<file path="src/rtl/xor_hash_core.sv">
// XOR-fold hash: folds a DATA_W-bit word into a HASH_W-bit digest using a balanced XOR tree.
// Define XOR_HASH_PIPE_EN to register the 8-lane partial fold (latency 2 instead of 1).
module xor_hash_core #(
  parameter int DATA_W = 512,
  parameter int HASH_W = 8
) (
  input  logic              clk,
  input  logic              rst,
  input  logic              in_valid,
  input  logic [DATA_W-1:0] in,
  output logic [HASH_W-1:0] out,
  output logic              out_valid
);

  localparam int GROUP   = 8;
  localparam int N_LANES = DATA_W / HASH_W;
  localparam int N_WORDS = (N_LANES + GROUP - 1) / GROUP;
  localparam int FOLD_W  = GROUP * HASH_W;
  localparam int PAD_W   = N_WORDS * FOLD_W;

  // Zero-pad to whole fold words; zero lanes leave the XOR unchanged.
  logic [PAD_W-1:0]  in_pad;
  logic [FOLD_W-1:0] fold_c;
  logic [FOLD_W-1:0] fold_src;
  logic [HASH_W-1:0] digest_c;
  logic              stage_valid;
  logic [HASH_W-1:0] out_q, out_d;
  logic              out_valid_q;

  assign in_pad = PAD_W'(in);

  genvar gi, gj;

  // First level: fold the FOLD_W-bit words together, one reduction-XOR per column.
  generate
    for (gi = 0; gi < FOLD_W; gi++) begin : g_fold_bit
      logic [N_WORDS-1:0] col;
      for (gj = 0; gj < N_WORDS; gj++) begin : g_fold_word
        assign col[gj] = in_pad[gj*FOLD_W + gi];
      end
      assign fold_c[gi] = ^col;
    end
  endgenerate

`ifdef XOR_HASH_PIPE_EN
  logic [FOLD_W-1:0] fold_q, fold_d;
  logic              stage1_valid_q;

  always_comb begin
    fold_d = fold_q;
    if (in_valid) fold_d = fold_c;
  end

  always_ff @(posedge clk or posedge rst) begin
    if (rst) begin
      fold_q         <= '0;
      stage1_valid_q <= 1'b0;
    end else begin
      fold_q         <= fold_d;
      stage1_valid_q <= in_valid;
    end
  end

  assign fold_src    = fold_q;
  assign stage_valid = stage1_valid_q;
`else
  assign fold_src    = fold_c;
  assign stage_valid = in_valid;
`endif

  // Second level: fold the GROUP lanes of the partial word into the digest.
  generate
    for (gi = 0; gi < HASH_W; gi++) begin : g_lane_bit
      logic [GROUP-1:0] col;
      for (gj = 0; gj < GROUP; gj++) begin : g_lane
        assign col[gj] = fold_src[gj*HASH_W + gi];
      end
      assign digest_c[gi] = ^col;
    end
  endgenerate

  // Output holds the last valid digest across bubbles.
  always_comb begin
    out_d = out_q;
    if (stage_valid) out_d = digest_c;
  end

  always_ff @(posedge clk or posedge rst) begin
    if (rst) begin
      out_q       <= '0;
      out_valid_q <= 1'b0;
    end else begin
      out_q       <= out_d;
      out_valid_q <= stage_valid;
    end
  end

  assign out       = out_q;
  assign out_valid = out_valid_q;

endmodule

</file>
<file path="config.mk">
export PLATFORM = sky130hd
export DESIGN_NAME = xor_hash_core
export DESIGN_NICKNAME = d
export VERILOG_FILES = /design/src/rtl/xor_hash_core.sv
export SDC_FILE = /design/constraint.sdc
export NUM_CORES = 1
export LEC_CHECK = 0
export CORE_AREA = 4 4 204 206
export CTS_CLUSTER_DIAMETER = 30
export DETAILED_ROUTE_END_ITERATION = 16
export DIE_AREA = 0 0 208 210
export PLACE_DENSITY = 0.48
export SLEW_MARGIN = 20
export SYNTH_ARGS = -nofsm -noshare
export SYNTH_HDL_FRONTEND = slang
export SYNTH_SLANG_ARGS = --single-unit
</file>
<file path="constraint.sdc">
create_clock -name clk -period 0.8 [get_ports clk]
set_input_delay 0.16 -clock clk [delete_from_list [all_inputs] [get_ports clk]]
set_output_delay 0.16 -clock clk [all_outputs]
set_load 0.01 [all_outputs]
</file>
==> Word level (Yosys, flattened, before mapping) <==
Cells that the tools add are included.
{ "totals": {"regBits": 9, "latch_bits": 0, "ram_bits": 0, "mem_bits_ro": 0, "in_bits": 515, "output_inout_bits": 9, "word_cells": 74, "memories": 0} }
{ "op_classes": {"n_addsub": 0, "multipliers": 0, "n_div": 0, "order_cmp": 0, "eq_ne": 0, "shifts": 0, "n_mux": 0, "bitwise_logic": 0, "reduce_logical": 72} }
{ "ops": {"columns": ["operator", "count"], "rows": [
  ["XOR reduction 8 bit", 72]
]} }

==> Depth between registers and ports, before layout <==
Gate-level depths: netlist of the first run.
{ "logic_depth": {"word_depth": 2, "mapped_depth": 7, "mapped_depth_nobuf": 7} }

==> Least setup slack after synthesis of the first run <==
No wires, ideal clock.
{ "synth_timing": {"path_type": "in2reg", "startpoint": "input port in[16]", "endpoint": "register out_q[0], in the netlist out[0]", "setup_time_ps": 137, "t_arrival_ps": 1124, "required_time_ps": 663, "slack_ps": -461, "stages": 7, "path_buffers": 0, "path_cell_list": "xor2_1 -> xnor2_1 -> xnor2_1 -> xnor2_1 -> xnor2_1 -> xnor2_1 -> a21oi_1"} }
{ "synth_via": {"elab_chain_cells": 2} }
{ "synth_lines": {"columns": ["item", "line_no", "rtl"], "rows": [
  ["start: declaration", "10", "input logic [DATA_W-1:0] in,"],
  ["XOR reduction 8 bit", "41", "assign fold_c[gi] = ^col;"],
  ["XOR reduction 8 bit", "78", "assign digest_c[gi] = ^col;"],
  ["end signal: assignment", "93", "out_q <= out_d;"],
  ["end: declaration", "27", "logic [HASH_W-1:0] out_q, out_d;"]
]} }
No other way between the ends.
A chain may end at the register's enable or synchronous reset.

==> Worst setup path after layout of the first run <==
{ "layout_timing": {"startpoint": "input port in[115]", "endpoint": "register out_q[3], in the netlist out[3]"} }
Same word-level chain as after synthesis.

==> results of run 1 <==
[worst max-delay path: stages]
cell and delay (ns):
dlygate4sd2_1 0.26, xnor2_2 0.14, xnor2_1 0.22, xnor2_1 0.17
xnor2_1 0.16, xnor2_1 0.16, xnor2_1 0.14, a21oi_1 0.07
[cell families (layout without fill, tap and decap cells)]
family / count (synthesis) / in the layout / synth area share [%]
AND/OR/NAND/NOR: 8 / 8 / 0.636
flip-flops: 9 / 9 / 4.77
buffers and inverters: 3 / 538 / 0.238
other: 0 / 2 / 0
XOR/XNOR: 504 / 504 / 93.5
AO/OA/AOI/OAI: 8 / 8 / 0.848
[per-layer routing]
layer  global-route usage [%]  part of all wire, %  up-vias
met2                     20.8                   57      268
met4                     1.20                 0.65        0
met3                     3.50                  8.7        6
li1                         -                    -     2637
met5                        0                    0        -
met1                     10.4                   34     2306
[report_power, final]
group | leakage [nW] | switching, W | internal, W
Clock | 0.0382 | 0.000333 | 0.000677
Combinational | 5.21 | 0.00609 | 0.00905
Sequential | 0.101 | 0.000176 | 0.000709
[synthesized netlist by cell type]
library cell,count,share of area (%)
buf_1,1,0.079
dfrtp_1,9,4.8
xnor2_1,440,82
inv_1,1,0.079
nor2_1,8,0.64
xor2_1,64,12
a21oi_1,8,0.85
clkbuf_1,1,0.079
[timing repair]
action,in CTS,in global routing
hold buffers,0,0
setup endpoints to repair,17,17
endpoints found under the hold margin,0,0
setup buffers,5,1
pin swaps,509,361
gates resized for setup,1805,419
[through the flow]
step | setup slack [ns] | cell area, µm² | util [%] | cells
after detailed placement | -1.52 | 10800 | 27.2 | 1596
final | -0.550 | 11600 | 29.3 | 1594
after floorplan | -0.437 | 4720 | - | 532
after CTS | -0.641 | 11100 | 27.9 | 1594
after global placement | -1.52 | 10800 | 27.2 | 1596
after global routing | -0.588 | 11600 | 29.3 | 1593
[registers in the layout, summed over array words and instances, names as in the netlist]
signal     flops
out            8
out_valid      1
[area by class of cell]
class                      count  area, µm²
inverter                       1       3.75
timing repair buffer         533       3660
fill                        4277      28000
tap                          525        657
multi-input combinational    520       7000
clock buffer                   4       78.8
sequential                     9        225
antenna                        2       5.00
[worst min-delay path by stage]
stage	start	to	slack [ns]	depth (start not counted)
4_1_cts	rst	out[6]	0.22	3
3_5_place_dp	rst	out[3]	0.50	3
3_3_place_gp	rst	out[3]	0.50	3
6_report	rst	out[6]	0.23	3
5_1_grt	rst	out[6]	0.24	3
2_1_floorplan	rst	out[0]	-0.01	1
==> impl_metrics.tcl, run 1 <==
set metrics [dict create \
    status "finished with violations" \
    violations "setup timing" \
    cts_sinks 9 \
    cts.clk_slew.worst_paths_ns 0.05 \
    dieArea_um2 43700 \
    die_h_um 210 \
    rows 73 \
    track_usage_pct 10.3 \
    syn-cell-area_um2 4720 \
    grt_overflow_total 0 \
    post-route-min-period_ns 1.35 \
    hold_viol 0 \
    hp-class "input pin to async pin" \
    area_growth_syn_to_layout_pct 146 \
    layout_setup_ws_ns -0.550 \
    root_buffer "clkbuf_16" \
    grt_max_degree 18 \
    remaining_drc_errors 0 \
    vias_per_cell 3.27 \
    cp_max_fo 1 \
    path_class "input pin to flip-flop" \
    cts_tree "done" \
    dr.pass1.iters 3 \
    worst_slew_pin_slew_ns 0.340 \
    drt.antenna.violating_nets 0 \
    portBuffers 523 \
    avgSynthCellArea_um2 8.87 \
    ys_seq_area_share_pct 4.77 \
    initial_core_util_pct 11.9 \
    netlist_instances 532 \
    drive_gt1_share_pct 73.7 \
    final_cell_mix "244 x xnor2_2, 231 x buf_2, 177 x xnor2_1" \
    drtIter0Drc 70 \
    synth_cell_type_count 8 \
    reg2reg_slack_ns -0.08 \
    layout_commonest_cell "xnor2_2" \
    gp_congestion 0.885 \
    p_leak_nw 5.34 \
    drt-total-wl_um 24500 \
    grt_antenna_before_repair 1 \
    maxSlewViolCount 0 \
    fin_worst_skew_ns 0 \
    hold_slack_ns 0.226 \
    coreArea_um2 39600 \
    cts_max_level 1 \
    tns_ns -4.92 \
    clockBufferDepth 2 \
    rsz0062_at_grt "yes" \
    final_nets 1583 \
    power_w 0.0170 \
    dr_total_vias 5217 \
    ys_warn_count 0 \
    synth_seq_cells 9 \
    endpoint "out[3]" \
    r2r-end "out[3]" \
    ir_drop_mv 0.634 \
    crit_required_ns 0.93 \
    p_per_area_nw_per_um2 1470 \
    hpwl_um 21800 \
    grt_pass1_vias 5831 \
    synth_nets 1047 \
    cap_violations 0 \
    crit_start "in[115]" \
    die_x_um 208 \
    slew_headroom_pct 77.2 \
    wire_per_inst_um 15.4 \
    crit_path_end_kind "flip-flop" \
    clkLatencyLatePin_ns 0.25 \
    io_pins 524 \
    rr_startpoint "out[3]" \
    arrival_ns 1.48 \
    fmax_ghz 0.741 \
    reg2reg_depth 4 \
    setup_viol 17 \
    startpoint_type "input pin" \
    grt_pass1_wl_um 34100 \
    cts_buffers 3 \
    period_share_pct 169 \
]
Note: power is estimated with default switching activity, not from simulation.
==> inputs of run 2 (changes only) <==
--- a/config.mk
+++ b/config.mk
@@ -10,6 +10,7 @@
 export DETAILED_ROUTE_END_ITERATION = 16
 export DIE_AREA = 0 0 208 210
 export PLACE_DENSITY = 0.48
+export RECOVER_POWER = 25
 export SLEW_MARGIN = 20
 export SYNTH_ARGS = -nofsm -noshare
 export SYNTH_HDL_FRONTEND = slang
==> impl_metrics.tcl, run 2 (same netlist as run 1, synthesis figures left out) <==
set metrics [dict create \
    remaining_drc_errors 0 \
    path_class "input pin to flip-flop" \
    grt_pass1_wl_um 34100 \
    clockBufferDepth 2 \
    setup_viol 17 \
    grt_overflow_total 0 \
    grt_antenna_before_repair 1 \
    root_buffer "clkbuf_16" \
    track_usage_pct 10.3 \
    cts_buffers 3 \
    slew_headroom_pct 69.9 \
    fmax_ghz 0.741 \
    post-route-min-period_ns 1.35 \
    cts_sinks 9 \
    hold_buffers 0 \
    final_cell_mix "244 x xnor2_2, 231 x buf_2, 177 x xnor2_1" \
    grt_pass1_vias 5831 \
    maxSlewViolCount 0 \
    status "finished with violations" \
    path_buf_inv 1 \
    layout_commonest_cell "xnor2_2" \
    fin_cells 1594 \
    clkLatencyLatePin_ns 0.25 \
    hp-class "input pin to async pin" \
    startpoint_type "input pin" \
    pre_cts_ws_ns -1.52 \
    violations "setup timing" \
    drive_gt1_share_pct 73.7 \
    worst_slew_pin_slew_ns 0.451 \
    cp_max_fo 1 \
    area_growth_syn_to_layout_pct 146 \
    crit_path_frequent_cell "xnor2_1" \
    drt-total-wl_um 24500 \
    gp_congestion 0.885 \
    n_fill_cell 4279 \
    wire_per_inst_um 15.4 \
    io_pins 524 \
    cp_slowest_cell "dlygate4sd2_1" \
    hold_viol 0 \
    p_per_area_nw_per_um2 1470 \
    fin_worst_skew_ns 0 \
    tns_ns -4.92 \
    die_x_um 208 \
    initial_core_util_pct 11.9 \
    ir_drop_mv 0.634 \
    portBuffers 523 \
    drt.antenna.violating_nets 0 \
    coreArea_um2 39600 \
    crit_chain "dlygate4sd2_1, xnor2_2, xnor2_1, xnor2_1, xnor2_1, xnor2_1, xnor2_1, a21oi_1" \
    power_w 0.0170 \
    vias_per_cell 3.27 \
    cts_tree "done" \
    cap_violations 0 \
    arrival_ns 1.48 \
    layout_setup_ws_ns -0.550 \
    dr.pass1.iters 3 \
    largest_register_ffs 8 \
    crit_path_end_kind "flip-flop" \
    cts.clk_slew.worst_paths_ns 0.05 \
    placedCellCount 1596 \
    hpwl_um 21800 \
    crit_required_ns 0.93 \
    die_h_um 210 \
    dr_total_vias 5217 \
    p_leak_nw 5.34 \
    period_share_pct 169 \
    cp_slowest_stage_delay_ns 0.26 \
    drtIter0Drc 70 \
    final_nets 1583 \
    rows 73 \
    grt_max_degree 18 \
    rsz0062_at_grt "yes" \
    dieArea_um2 43700 \
    cp_top_family "XOR/XNOR gates" \
    cts_max_level 1 \
]
[run 2: cell count changes in the layout (fill, tap and decap cells not counted)]
cell | before | now
clkbuf_2 | 129 | 130
buf_12 | 4 | 3
[run 2: per-layer routing]
metal	global-route usage [%]	routed length [µm]
met3	3.50	2130
met4	1.20	159
met2	20.8	13900
met5	0	0
met1	10.4	8290
[run 2: worst paths after layout]
path	slack (ns)	cells after the start	to	startpoint
setup / recovery	-0.55	8	out[3]	in[115]
max in group asynchronous	0.18	3	out[5]	rst
setup reg to reg	-0.08	4	out[3]	out[3]
min in group clk	0.55	2	out[6]	out[6]
hold / removal	0.31	3	out[6]	rst
hold reg to reg	0.55	2	out[6]	out[6]
[run 2: timing repair]
item / in CTS / in global routing
setup buffers: 5 / 1
setup endpoints to repair: 17 / 17
resized for setup: 1805 / 419
pin swaps: 509 / 361
[run 2: final cells by class]
class	count	area [µm²]	share of cell area, %
antenna	2	5.00	0.0431
tap	525	657	5.66
timing repair buffer	533	3650	31.4
sequential	9	225	1.94
clock buffer	4	78.8	0.679
inverter	1	3.75	0.0323
multi-input combinational	520	7000	60.2
[run 2: worst register-to-register path, delay by kind of cell, from the launching register on]
kind / cells / cell delay [ns]
flops: 1 / 0.38
buf+inv: 2 / 0.25
compound gates: 1 / 0.04
simple gates: 1 / 0.08
[run 2: stage by stage]
| stage | util, % | hold WS, ns | area, µm² |
|---|---|---|---|
| after global routing | 29.3 | 0.361 | 11600 |
| after floorplan | - | -0.0121 | 4720 |
| final | 29.3 | 0.308 | 11600 |
| after detailed placement | 27.2 | 0.502 | 10800 |
| after global placement | 27.2 | 0.495 | 10800 |
| after CTS | 27.9 | 0.223 | 11100 |
[run 2: power breakdown]
part | leakage (nW) | total [W] | switching, W | internal (W)
Clock | 0.0382 | 0.00101 | 0.000333 | 0.000677
Combinational | 5.20 | 0.0151 | 0.00609 | 0.00904
Sequential | 0.101 | 0.000885 | 0.000176 | 0.000709
==> inputs of run 3 (changes only) <==
--- a/config.mk
+++ b/config.mk
@@ -9,6 +9,7 @@
 export CTS_CLUSTER_DIAMETER = 30
 export DETAILED_ROUTE_END_ITERATION = 16
 export DIE_AREA = 0 0 208 210
+export GPL_ROUTABILITY_DRIVEN = 0
 export PLACE_DENSITY = 0.48
 export RECOVER_POWER = 25
 export SLEW_MARGIN = 20
==> results of run 3 <==
No change in the layout: final DEF, timing and power equal those of run 2.
==> patch 1: new RTL, settings of run 1 <==
The option `XOR_HASH_PIPE_EN` is turned on by a define.
--- a/src/rtl/xor_hash_core.sv
+++ b/src/rtl/xor_hash_core.sv
@@ -1,5 +1,7 @@
 // XOR-fold hash: folds a DATA_W-bit word into a HASH_W-bit digest using a balanced XOR tree.
 // Define XOR_HASH_PIPE_EN to register the 8-lane partial fold (latency 2 instead of 1).
+`define XOR_HASH_PIPE_EN
+
 module xor_hash_core #(
   parameter int DATA_W = 512,
   parameter int HASH_W = 8
Check against the original RTL: not equivalent (Yosys sat finds a counterexample within 4 cycles, from zero or initial values and one cycle with rst high).
==> patch 1 against run 1 <==
- the flow still finishes with violations (setup timing)
- worst hold slack worse by 180 ps
- sequential power rose to 7.1 times the old value
- wire length increased by 21%
- worst setup slack better by 95 ps
- combinational power is 15% higher
- area after synthesis is 48% higher
- die area stayed put
- first-iteration DRC count rose by 76%
- power grew 67%
- synthesized cell count is 39% higher
- sequential cell count increased by 65
- global-route usage grew 2.5 points
- cell area up 29%
- largest power group unchanged
- highest routed layer unchanged
==> patch 1: results (changes against run 1) <==
| Metric | Value |
|---|---|
| Warnings, synthesis | 0 (unchanged) |
| CTS clk-pin slew, worst paths | 60 ps |
| GPL Wtd Cong | 0.850 (-4.0%) |
| First-pass GRT wire length | 42700 um (+25%) |
| Final Hold Fails | 0 (unchanged) |
| Filler cells | 4134 (-3.3%) |
| Crit Path Max Fanout | 2 (+1) |
| Primary FF master, synth | dfrtp_1 |
| WL/cell | 16.2 um (+5.3%) |
| DP HPWL | 25800 um (+18%) |
| P_leak | 6.41 nW (+20%) |
| DR pass1 iterations | 4 (+1) |
| Critical path's largest stage delay | 410 ps (+150 ps) |
| Most frequent cells after synthesis | 504 x xnor2_1, 74 x dfrtp_1, 72 x a21oi_1, 72 x nor2_1, 9 x clkbuf_1 |
| Num CTS Buffers | 9 (+6) |
| Initial antenna violation count | 2 (+1) |
| Layout net count | 1812 (+14%) |
| WS Path Type | register to register |
| Post-synth net total | 1254 (+20%) |
| Final Skew | 8.66 ps (+8.66 ps) |
| Fin worst setup slack | -455 ps (+94.8 ps) |
| Synth async-reset ratio | 100% (unchanged) |
| Synth top area cells | xnor2_1 63%, dfrtp_1 27%, a21oi_1 5.2% |
| Worst reg-to-reg setup slack | -450 ps (-370 ps) |
| Layout cells sized above 1 | 32.1% (-42 points) |
| Max reg flops | 64 (+56) |
| Yosys cell types | 8 (unchanged) |
| Startpoint types | register |
| Vias in the first global route | 7469 (+28%) |
| Failing checks | setup timing |
| Crit path DAT | roughly 1500 ps |
| FF-to-FF path depth | 5 (+1) |
| Endpoints failing setup | 24 (+7) |
| Initial drt markers | 123 (+76%) |
| CTS Buffer Depth | 2 (unchanged) |
| Clk_lat worst skew | 340 ps (+90 ps) |
| Slowest CP cell | dfrtp_1 |
| Sequential share of the synthesized area | 26.6% (+22 points) |
| GRT Overall Usage | 12.8% (+2.5 points) |
| Post-synth EDFFs | 0 (unchanged) |
| Biggest register | fold_q |
| Status | finished with violations |
| Clock root cell | clkbuf_16 |
| RR Startpoint | fold_q[24]$_DFFE_PP0P_ |
| Fin Setup TNS | -5270 ps (-342 ps) |
| Hold WC Path Type | primary input to register |
| Port-buffer cells | 523 (unchanged) |
| Slew HR | 75.2% (-2.0 points) |
| R2R Path End | out[0]$_DFFE_PP0P_ |
| Largest net degree at the start of global routing | 68 (+50) |
| CTS H-Tree Depth | 3 (+2) |
| Worst vdd ir | 0.936 mV (+48%) |
| Via density | 3.71 (+13%) |
-- patch 1: cells by family (layout without fill, tap and decap cells) --
| family | after synthesis | after routing | share of synthesized area, % |
|---|---|---|---|
| other | 0 | 2 | 0 |
| DFF | 74 | 74 | 26.6 |
| buffers and inverters | 17 | 579 | 0.970 |
| xor gates and xnor gates | 504 | 504 | 63.4 |
| and+or+nand+nor | 72 | 72 | 3.88 |
| AOI/OAI and AO/OA | 72 | 72 | 5.17 |
-- patch 1: timing repair --
action | 4_1_cts | 5_1_grt
pin swaps | 539 | 339
endpoints found under the setup margin | 81 | 75
setup buffers | 7 | 6
resized for setup | 795 | 435
-- patch 1: area by class of cell --
| class | count | area [um^2] | area share, % |
|---|---|---|---|
| Antenna cell | 2 | 5.00 | 0.0335 |
| Clock buffer | 9 | 225 | 1.51 |
| Clock inverter | 6 | 115 | 0.770 |
| Inverter | 1 | 7.51 | 0.0502 |
| Multi-Input combinational cell | 648 | 7110 | 47.6 |
| Sequential cell | 74 | 1860 | 12.5 |
| Tap cell | 525 | 657 | 4.40 |
| Timing Repair Buffer | 563 | 4960 | 33.2 |
-- patch 1: power by group --
group | total, mW | internal, mW | switching (mW)
combinational | 17.4 | 10.5 | 6.87
sequential | 6.27 | 5.04 | 1.23
clock | 4.80 | 3.05 | 1.75
total | 28.4 | 18.6 | 9.86
-- patch 1: critical path, delay by kind of cell, from the launching register on --
| kind | cells | cell delay, ps |
|---|---|---|
| compound gates | 1 | 80 |
| xor+xnor | 3 | 480 |
| buf+inv | 1 | 180 |
| flops | 1 | 410 |
-- patch 1: routing by layer --
metal	global-route usage [%]	up-vias	routed length, um
met3	3.91	19	2130
met5	0	-	0
met4	2.83	0	372
met2	25.4	286	16800
met1	13.1	3066	10300
li1	-	3413	-
-- patch 1: through the flow --
stage | setup slack (ps) | area (um^2) | std cells | utilization, %
after floorplan | -207 | 6980 | 739 | -
after global placement | -825 | 13200 | 1823 | 33.4
after detailed placement | -792 | 13200 | 1823 | 33.4
after CTS | -479 | 13900 | 1829 | 35.0
after global routing | -512 | 14900 | 1828 | 37.7
final | -455 | 14900 | 1828 | 37.7
-- patch 1: worst min-delay path by stage --
| stage | start | end | slack (ps) | cells after the start |
|---|---|---|---|---|
| 6_report | in_valid | fold_q[36]$_DFFE_PP0P_ | 40 | 2 |
| 5_1_grt | in_valid | fold_q[36]$_DFFE_PP0P_ | 50 | 2 |
| 4_1_cts | in_valid | fold_q[36]$_DFFE_PP0P_ | 30 | 2 |
| 3_5_place_dp | in_valid | fold_q[36]$_DFFE_PP0P_ | 400 | 2 |
| 3_3_place_gp | in_valid | fold_q[36]$_DFFE_PP0P_ | 390 | 2 |
| 2_1_floorplan | in_valid | stage1_valid_q$_DFF_PP0_ | 190 | 0 |
==> patch 2: new RTL, config.mk and constraints of run 1 <==
Made on the original files. Put one more register stage on the output `out`. The value now appears one clock later. The other outputs are not delayed to match.
--- a/src/rtl/xor_hash_core.sv
+++ b/src/rtl/xor_hash_core.sv
@@ -95,7 +95,9 @@
     end
   end
 
-  assign out       = out_q;
+  always_ff @(posedge clk) begin
+    out <= out_q;
+  end
   assign out_valid = out_valid_q;
 
 endmodule
Behaviour: not the same (a bounded check fails within 4 cycles, from zero or initial values and one cycle with rst high).
==> patch 2 against run 1 <==
- the flow still finishes with violations (setup timing)
- power up 14%
- cell area up 0.76%
- register-to-register slack better by 210 ps
- via count grew 2.5%
- wire length rose by 0.86%
- area after synthesis grew 3.4%
- worst setup slack better by 13 ps
- sequential cell count is 8 higher
- utilization is 0.22 points higher
- sequential share of layout area is 1.4 points higher
- critical endpoint is now out_q[3]$_DFFE_PP0P_
==> patch 2: results (changes against run 1) <==
| Metric | Value |
|---|---|
| CTS H-Tree Depth | 1 (unchanged) |
| Total number of vias | 5346 (+2.5%) |
| Clock root cell | clkbuf_16 |
| Post-synth net total | 1055 (+0.76%) |
| Initial drt markers | 67 (-4.3%) |
| CTS Buffer Depth | 2 (unchanged) |
| Slowest CP cell | xnor2_2 |
| Layout net count | 1590 (+0.44%) |
| FF-to-FF path depth | 2 (-2) |
| GPL Wtd Cong | 0.818 (-7.6%) |
| WL/cell | 15.5 um (+0.49%) |
| Crit Path Max Fanout | 1 (unchanged) |
| P_leak | 5.35 nW (about the same) |
| Hold WC Path Type | primary input to async pin |
| Hold slack | 214 ps (-12.0 ps) |
| First-pass GRT wire length | 34900 um (+2.5%) |
| Initial antenna violation count | 2 (+1) |
| Seq pwr | 1.59 mW (+80%) |
| Switch share | 38.1% (-0.60 points) |
| Yosys cell types | 9 (+1) |
| Fin Setup TNS | -4380 ps (+547 ps) |
| Num CTS Buffers | 3 (unchanged) |
| Endpoints failing setup | 17 (unchanged) |
| Sequential share of the synthesized area | 7.90% (+3.1 points) |
| Warnings, synthesis | 0 (unchanged) |
| CTS clk-pin slew, worst paths | 70 ps (+20 ps) |
| Postcts setup bufs | 0 (-5) |
| Worst vdd ir | 0.581 mV (-8.4%) |
| Status | finished with violations |
| DR pass1 iterations | 4 (+1) |
| Layout cells sized above 1 | 69.6% (-4.1 points) |
| Primary FF master, synth | dfrtp_1 |
| Port-buffer cells | 523 (unchanged) |
| Failing checks | setup timing |
| Cell family with most CP delay | XOR/XNOR gates |
| Vias in the first global route | 6146 (+5.4%) |
| Synth async-reset ratio | 52.9% (-47 points) |
| Crit path DAT | roughly 1500 ps |
| Synth top area cells | xnor2_1 79%, xor2_1 11%, dfrtp_1 4.6% |
| GRT Overall Usage | 10.4% (+0.10 points) |
| Final Skew | 3.25 ps (+3.25 ps) |
| Largest net degree at the start of global routing | 18 (unchanged) |
| DP HPWL | 22000 um (+1.0%) |
| Most frequent cells after synthesis | 440 x xnor2_1, 64 x xor2_1, 9 x dfrtp_1 |
| Clk_lat worst skew | 260 ps |
| Worst reg-to-reg setup slack | 130 ps (+210 ps) |
| Critical path's largest stage delay | 260 ps (about the same) |
| Fin worst setup slack | -537 ps (+12.6 ps) |
| Slew HR | 79.4% (+2.2 points) |
| Clock power share | 5.8% |
## patch 2: kinds of logic after synthesis
family	after synthesis	synth area share (%)
compound gates	8	0.820
xor+xnor	504	90.4
buf+inv	3	0.230
flops	17	7.90
simple gates	8	0.615
## patch 2: per-stage QoR
stage / worst slack, ps / power, mW / util, % / area, um^2 / instances
after floorplan: -437 / 9.44 / - / 4880 / 540
after global placement: -1450 / 15.3 / 27.6 / 11000 / 1608
after detailed placement: -1470 / 15.4 / 27.6 / 11000 / 1608
after CTS: -638 / 18.5 / 28.5 / 11300 / 1601
after global routing: -630 / 20.9 / 29.6 / 11700 / 1600
final: -537 / 19.5 / 29.6 / 11700 / 1600
## patch 2: final timing paths
path                                             end            startpoint
worst min-delay path            out_q[4]$_DFFE_PP0P_                   rst
min in group clk                      out[7]$_DFF_P_  out_q[7]$_DFFE_PP0P_
worst max-delay path            out_q[3]$_DFFE_PP0P_               in[243]
worst min register to register        out[7]$_DFF_P_  out_q[7]$_DFFE_PP0P_
worst max register to register  out_q[1]$_DFFE_PP0P_  out_q[1]$_DFFE_PP0P_
max in group asynchronous        out_valid$_DFF_PP0_                   rst
## patch 2: worst reg2reg max path, cell delays in order, from the launching register on
cell,delay (ps)
dfrtp_1,410
nor2_1,90
a21oi_1,50
## patch 2: area by class of cell
cell class	count	area [um^2]
clock buffers	4	78.8
inverters	1	3.75
flip-flops and latches	17	395
fillers	4296	27900
multi-input cells	520	6980
repair buffers	532	3600
well taps	525	657
diodes	1	2.50
## patch 2: layer usage
metal	up-vias	global-route usage, %	routed length [um]
met3	29	2.84	2170
met5	-	0	0
met1	2343	10.2	7890
met2	305	21.2	14100
li1	2669	-	-
met4	0	2.76	590
## patch 2: repair_timing
action	in CTS	in global routing
gates cloned	0	0
resized for setup	1585	510
endpoints found under the setup margin	17	17
pin swaps	502	315
